$ cat src/rtl/rd_resp_mux.sv
// Read-response multiplexer between N bus slaves and the CPU load path.
// It latches the highest-priority selected slave at request time and waits
// for that slave's ready. It then returns one registered response with a
// single-cycle valid pulse. Unmapped reads and timeouts return DEFAULT_DATA
// with an error flag.
module rd_resp_mux #(
   parameter int                 N_SLV        = 5,
   parameter int                 DATA_W       = 32,
   parameter int                 TIMEOUT      = 16,
   parameter logic [DATA_W-1:0]  DEFAULT_DATA = {DATA_W{1'b0}},
   parameter bit                 UNMAP_ERR    = 1'b1
) (
   input  logic                      clk,
   input  logic                      reset_n,
   input  logic                      rd_req,
   input  logic [N_SLV-1:0]          cs_n,
   input  logic [N_SLV*DATA_W-1:0]   slv_rdata,
   input  logic [N_SLV-1:0]          slv_rdy,
   output logic                      req_ready,
   output logic                      busy,
   output logic                      rd_valid,
   output logic                      rd_err,
   output logic [DATA_W-1:0]         read_data,
   output logic                      sel_conflict
);

   localparam int SEL_W = (N_SLV > 1) ? $clog2(N_SLV) : 1;
   localparam int TMR_W = (TIMEOUT > 0) ? $clog2(TIMEOUT + 1) : 1;

   typedef enum logic {
      IDLE = 1'b0,
      WAIT = 1'b1
   } state_t;

   state_t              state_q, state_d;
   logic [SEL_W-1:0]    sel_q, sel_d;
   logic [TMR_W-1:0]    timer_q, timer_d;
   logic [DATA_W-1:0]   data_d;
   logic                valid_d, err_d, conflict_d;

   logic [N_SLV-1:0]    cs_low;
   logic                any_sel, multi_sel;
   logic [SEL_W-1:0]    first_idx;
   logic                sel_rdy;
   logic [DATA_W-1:0]   sel_rdata;
   logic                tmo_hit;

   // Decode the chip selects: any/multiple selected, and the lowest low index wins
   always_comb begin
      cs_low    = ~cs_n;
      any_sel   = |cs_low;
      multi_sel = |(cs_low & (cs_low - N_SLV'(1)));
      first_idx = '0;
      for (int i = N_SLV - 1; i >= 0; i--) begin
         if (cs_low[i]) begin
            first_idx = SEL_W'(i);
         end
      end
   end

   // Pick out the latched slave's ready and data; the timeout fires on the last allowed WAIT cycle
   always_comb begin
      sel_rdy   = slv_rdy[sel_q];
      sel_rdata = slv_rdata[int'(sel_q) * DATA_W +: DATA_W];
      tmo_hit   = (TIMEOUT != 0) && (timer_q == TMR_W'(TIMEOUT - 1));
   end

   // Next-state and next-response logic; ready takes precedence over an expiring timer
   always_comb begin
      state_d    = state_q;
      sel_d      = sel_q;
      timer_d    = timer_q;
      data_d     = read_data;
      valid_d    = 1'b0;
      err_d      = 1'b0;
      conflict_d = 1'b0;
      case (state_q)
         IDLE: begin
            if (rd_req) begin
               if (any_sel) begin
                  sel_d      = first_idx;
                  timer_d    = '0;
                  conflict_d = multi_sel;
                  state_d    = WAIT;
               end else begin
                  valid_d = 1'b1;
                  data_d  = DEFAULT_DATA;
                  err_d   = UNMAP_ERR;
               end
            end
         end
         WAIT: begin
            if (sel_rdy) begin
               valid_d = 1'b1;
               data_d  = sel_rdata;
               state_d = IDLE;
            end else if (tmo_hit) begin
               valid_d = 1'b1;
               data_d  = DEFAULT_DATA;
               err_d   = 1'b1;
               state_d = IDLE;
            end else begin
               timer_d = timer_q + TMR_W'(1);
            end
         end
         default: begin
            state_d = IDLE;
         end
      endcase
   end

   // State, selection, timer and registered response outputs
   always_ff @(posedge clk or negedge reset_n) begin
      if (!reset_n) begin
         state_q      <= IDLE;
         sel_q        <= '0;
         timer_q      <= '0;
         read_data    <= '0;
         rd_valid     <= 1'b0;
         rd_err       <= 1'b0;
         sel_conflict <= 1'b0;
      end else begin
         state_q      <= state_d;
         sel_q        <= sel_d;
         timer_q      <= timer_d;
         read_data    <= data_d;
         rd_valid     <= valid_d;
         rd_err       <= err_d;
         sel_conflict <= conflict_d;
      end
   end

   // Handshake outputs decode the state directly
   always_comb begin
      busy      = (state_q == WAIT);
      req_ready = (state_q == IDLE);
   end

endmodule
$ cat config.mk
export PLATFORM = sky130hd
export DESIGN_NAME = rd_resp_mux
export DESIGN_NICKNAME = d
export VERILOG_FILES = /design/src/rtl/rd_resp_mux.sv
export SDC_FILE = /design/constraint.sdc
export NUM_CORES = 1
export LEC_CHECK = 0
export CORE_ASPECT_RATIO = 2
export CORE_MARGIN = 8
export CORE_UTILIZATION = 37
export DETAILED_ROUTE_END_ITERATION = 16
export PLACE_DENSITY = 0.81
export SYNTH_ARGS = -nofsm -noshare
export SYNTH_HDL_FRONTEND = slang
export SYNTH_SLANG_ARGS = --single-unit
$ cat constraint.sdc
create_clock -name clk -period 3 [get_ports clk]
set_clock_uncertainty 0.15 [all_clocks]
set_input_delay 0.9 -clock clk [delete_from_list [all_inputs] [get_ports clk]]
set_output_delay 0.9 -clock clk [all_outputs]
set_load 0.1 [all_outputs]
==> metrics.cfg <==
[final_layout]
fin_util = 0.634
nFillCells = 790
antenna_cells = 0
layout-drive-gt1-share = 0.118
syn_to_final_growth_pct = 69.5
multiInputGateArea_um2 = 2060
regArea_um2 = 1110
final_nets = 732

[grt]
grt_util_all_layers = 0.196
antenna_found_initial = 0
overflow = 0
grt_start_max_net_pins = 66
grt_pass1_vias = 3664
grt_pass1_wl_mm = 19.9

[pwr]
pwr-share-comb = 0.709
p_leak_nw = 2.47
p_clk_frac = 0.103
p_per_area_nw_per_um2 = 1080
p_sw_frac = 0.572
power.internal_mw = 2.60
switchingPower_mw = 3.47
p_seq_frac = 0.189
ir_drop_mv = 0.622

[outcome]
status = finished clean

[clocking]
cts_sinks = 44
cts_max_path_buffers = 2
tritoncts.num_buffers = 5
clk_latency_ns = 0.28
root_buffer = clkbuf_16
cts_tree = done
htree_levels = 2
cts_hold_buf = 0
postCtsSetupBuffers = 0
ctsResizeCount = 0
path_clk_slew_ns = 0.06

[synth]
synth.most_common_cell = mux2i_1
async_flop_share = 1.00
synth_top_area_frac = 0.333
synth_area_um2 = 3300
ys_types = 32
synth_edf_count = 0
ys_ff_latch = 44
yosys.area.top_type = dfrtp_1
synthTopCellsByArea = dfrtp_1 (33%), mux2i_1 (31%), o21ai_0 (10%)
syn_avg_cell_area_um2 = 9.12
synth-warning-count = 0
syn_inst = 362
ys.flop_type = dfrtp_1
synth_fp_nets = 537
synth_top_cells_by_count = mux2i_1 (101), o21ai_0 (68), nand2_1 (46)
seq_area_frac_synth = 0.333

[place]
gp_congestion = 0.793
dp_hpwl_mm = 10.0
port_buffers = 209

[floorplanning]
dieArea_um2 = 12400
initial_core_util = 0.374
die_h_um = 150
die_w_um = 82.8
coreArea_um2 = 8830
io_pins = 210
core.rowCount = 49

[hold_path]
hold_path.class = flop to flop

[sta]
tns_ns = 0
period_minus_slack_ns = 2.67
final_max_slew_viol_count = 0
finalSetupViolations = 0
slew_headroom = 0.427
worst_pin_slew_ns = 0.852
report.final.hold_viol_count = 0
post-route-period-util = 0.891
max_freq_mhz = 374
rsz0062_at_grt = false

[detailed_routing]
remaining_drc_errors = 0
viasPerCell = 5.40
wl_per_cell_um = 18.9
totalWireLength_mm = 12.5
ant_nets = 0
via_count = 3562
first_pass_iters = 4
drt_iter0_markers = 139

[critical_path]
reg2reg_slack_ns = 0.72
crit_start = slv_rdy[4]
slowest_stage = o31ai_1
critical_path.top_delay_family = compound AO/OA/AOI/OAI gates
path_cells = clkdlybuf4s50_1 -> mux2i_1 -> o31ai_1 -> or4_1 -> buf_4 -> mux2i_1
worstReg2RegStart = timer_q[0]$_DFFE_PN0P_
path_class = input port to flop
crit_path_start_kind = input port
critPathCapture = timer_q[1]$_DFFE_PN0P_
crit_fanout = 5
cp_common_cell = mux2i_1
r2r_cells = 6
worstPathArrival_ns = 2.73
crit_cells = 6
r2r_end = timer_q[2]$_DFFE_PN0P_
critPathCaptureType = flop
max_stage_delay_ns = 0.70
crit_buf_inv = 2
cp.required_ns = 3.06

[flow_run]
drv_cap = 0

-- final cells by class --
| type | instances | share of cell area |
|---|---|---|
| well taps | 102 | 0.0228 |
| multi-input cells | 280 | 0.368 |
| clock buffers | 5 | 0.0224 |
| repair buffers | 222 | 0.378 |
| inverters | 4 | 0.00268 |
| clock inverters | 3 | 0.00827 |
| flip-flops and latches | 44 | 0.198 |
-- per-stage QoR --
step | worst slack [ns] | power (mW) | hold slack (ns) | std cells | cell area [um^2]
3_3_place_gp | 0.0715 | 5.41 | 0.351 | 652 | 5430
5_1_grt | 0.198 | 6.39 | 0.399 | 660 | 5600
4_1_cts | 0.316 | 6.11 | 0.363 | 660 | 5600
3_5_place_dp | 0.0378 | 5.47 | 0.354 | 652 | 5430
2_1_floorplan | 0.236 | 4.33 | 0.324 | 362 | 3300
6_report | 0.327 | 6.06 | 0.358 | 660 | 5600
-- state kept, by name, summed over array words and instances (netlist names) --
register,cells
busy,1
rd_err,1
rd_valid,1
read_data,32
sel_conflict,1
sel_q,3
timer_q,5
-- per-layer routing --
layer  GRT usage  wire length, um
met1       0.255             5600
met2       0.296             5380
met3      0.0774             1350
met4      0.0460              153
met5           0                0
-- cells by family (layout without fill, tap and decap cells) --
kind of cell	after synthesis	count (layout)	synth area share
AOI/OAI and AO/OA	113	113	0.214
muxes	101	101	0.306
and+or+nand+nor	64	64	0.0894
DFF	44	44	0.333
buffers and inverters	38	234	0.0496
adders and majority gates	2	2	0.00758
-- power groups by stage --
| stage | Clock [mW] | Sequential (mW) | Combinational [mW] |
|---|---|---|---|
| after floorplan | 0 | 2.72 | 1.61 |
| after CTS | 0.640 | 1.15 | 4.33 |
| after global placement | 0 | 1.15 | 4.26 |
| final | 0.622 | 1.14 | 4.30 |
| after global routing | 0.664 | 1.18 | 4.55 |
| after detailed placement | 0 | 1.15 | 4.32 |
-- worst min-delay path by stage --
stage                                          from                   endpoint  slack, ns  depth (start not counted)
after floorplan              timer_q[0]$_DFFE_PN0P_     timer_q[0]$_DFFE_PN0P_       0.32                          1
after global placement       timer_q[0]$_DFFE_PN0P_     timer_q[0]$_DFFE_PN0P_       0.35                          1
after detailed placement     timer_q[0]$_DFFE_PN0P_     timer_q[0]$_DFFE_PN0P_       0.35                          1
after CTS                    timer_q[0]$_DFFE_PN0P_     timer_q[0]$_DFFE_PN0P_       0.36                          1
after global routing      read_data[28]$_DFFE_PN0P_  read_data[28]$_DFFE_PN0P_       0.40                          2
final                        timer_q[0]$_DFFE_PN0P_     timer_q[0]$_DFFE_PN0P_       0.36                          1
-- worst register-to-register path, stage by stage, from the launching register on --
cell and delay [ns]:
dfrtp_1 0.41, ha_1 0.24, and3_1 0.19, ha_1 0.24, or4_1 0.55, buf_4 0.18, a31o_1 0.21
-- layout by cell type (no fill, tap or decap), types with 2 or more instances in the layout --
cell	count
o2bb2ai_1	31
o21ai_0	68
ha_1	2
nand3_1	4
and3_1	2
buf_12	2
clkdlybuf4s50_1	171
clkbuf_16	5
or4_1	2
dfrtp_2	2
o21ai_1	3
dfrtp_1	41
a21oi_1	3
nand2_1	46
buf_4	48
o31ai_1	2
inv_1	3
mux2i_1	101
Power figures use the tool's default switching activity.
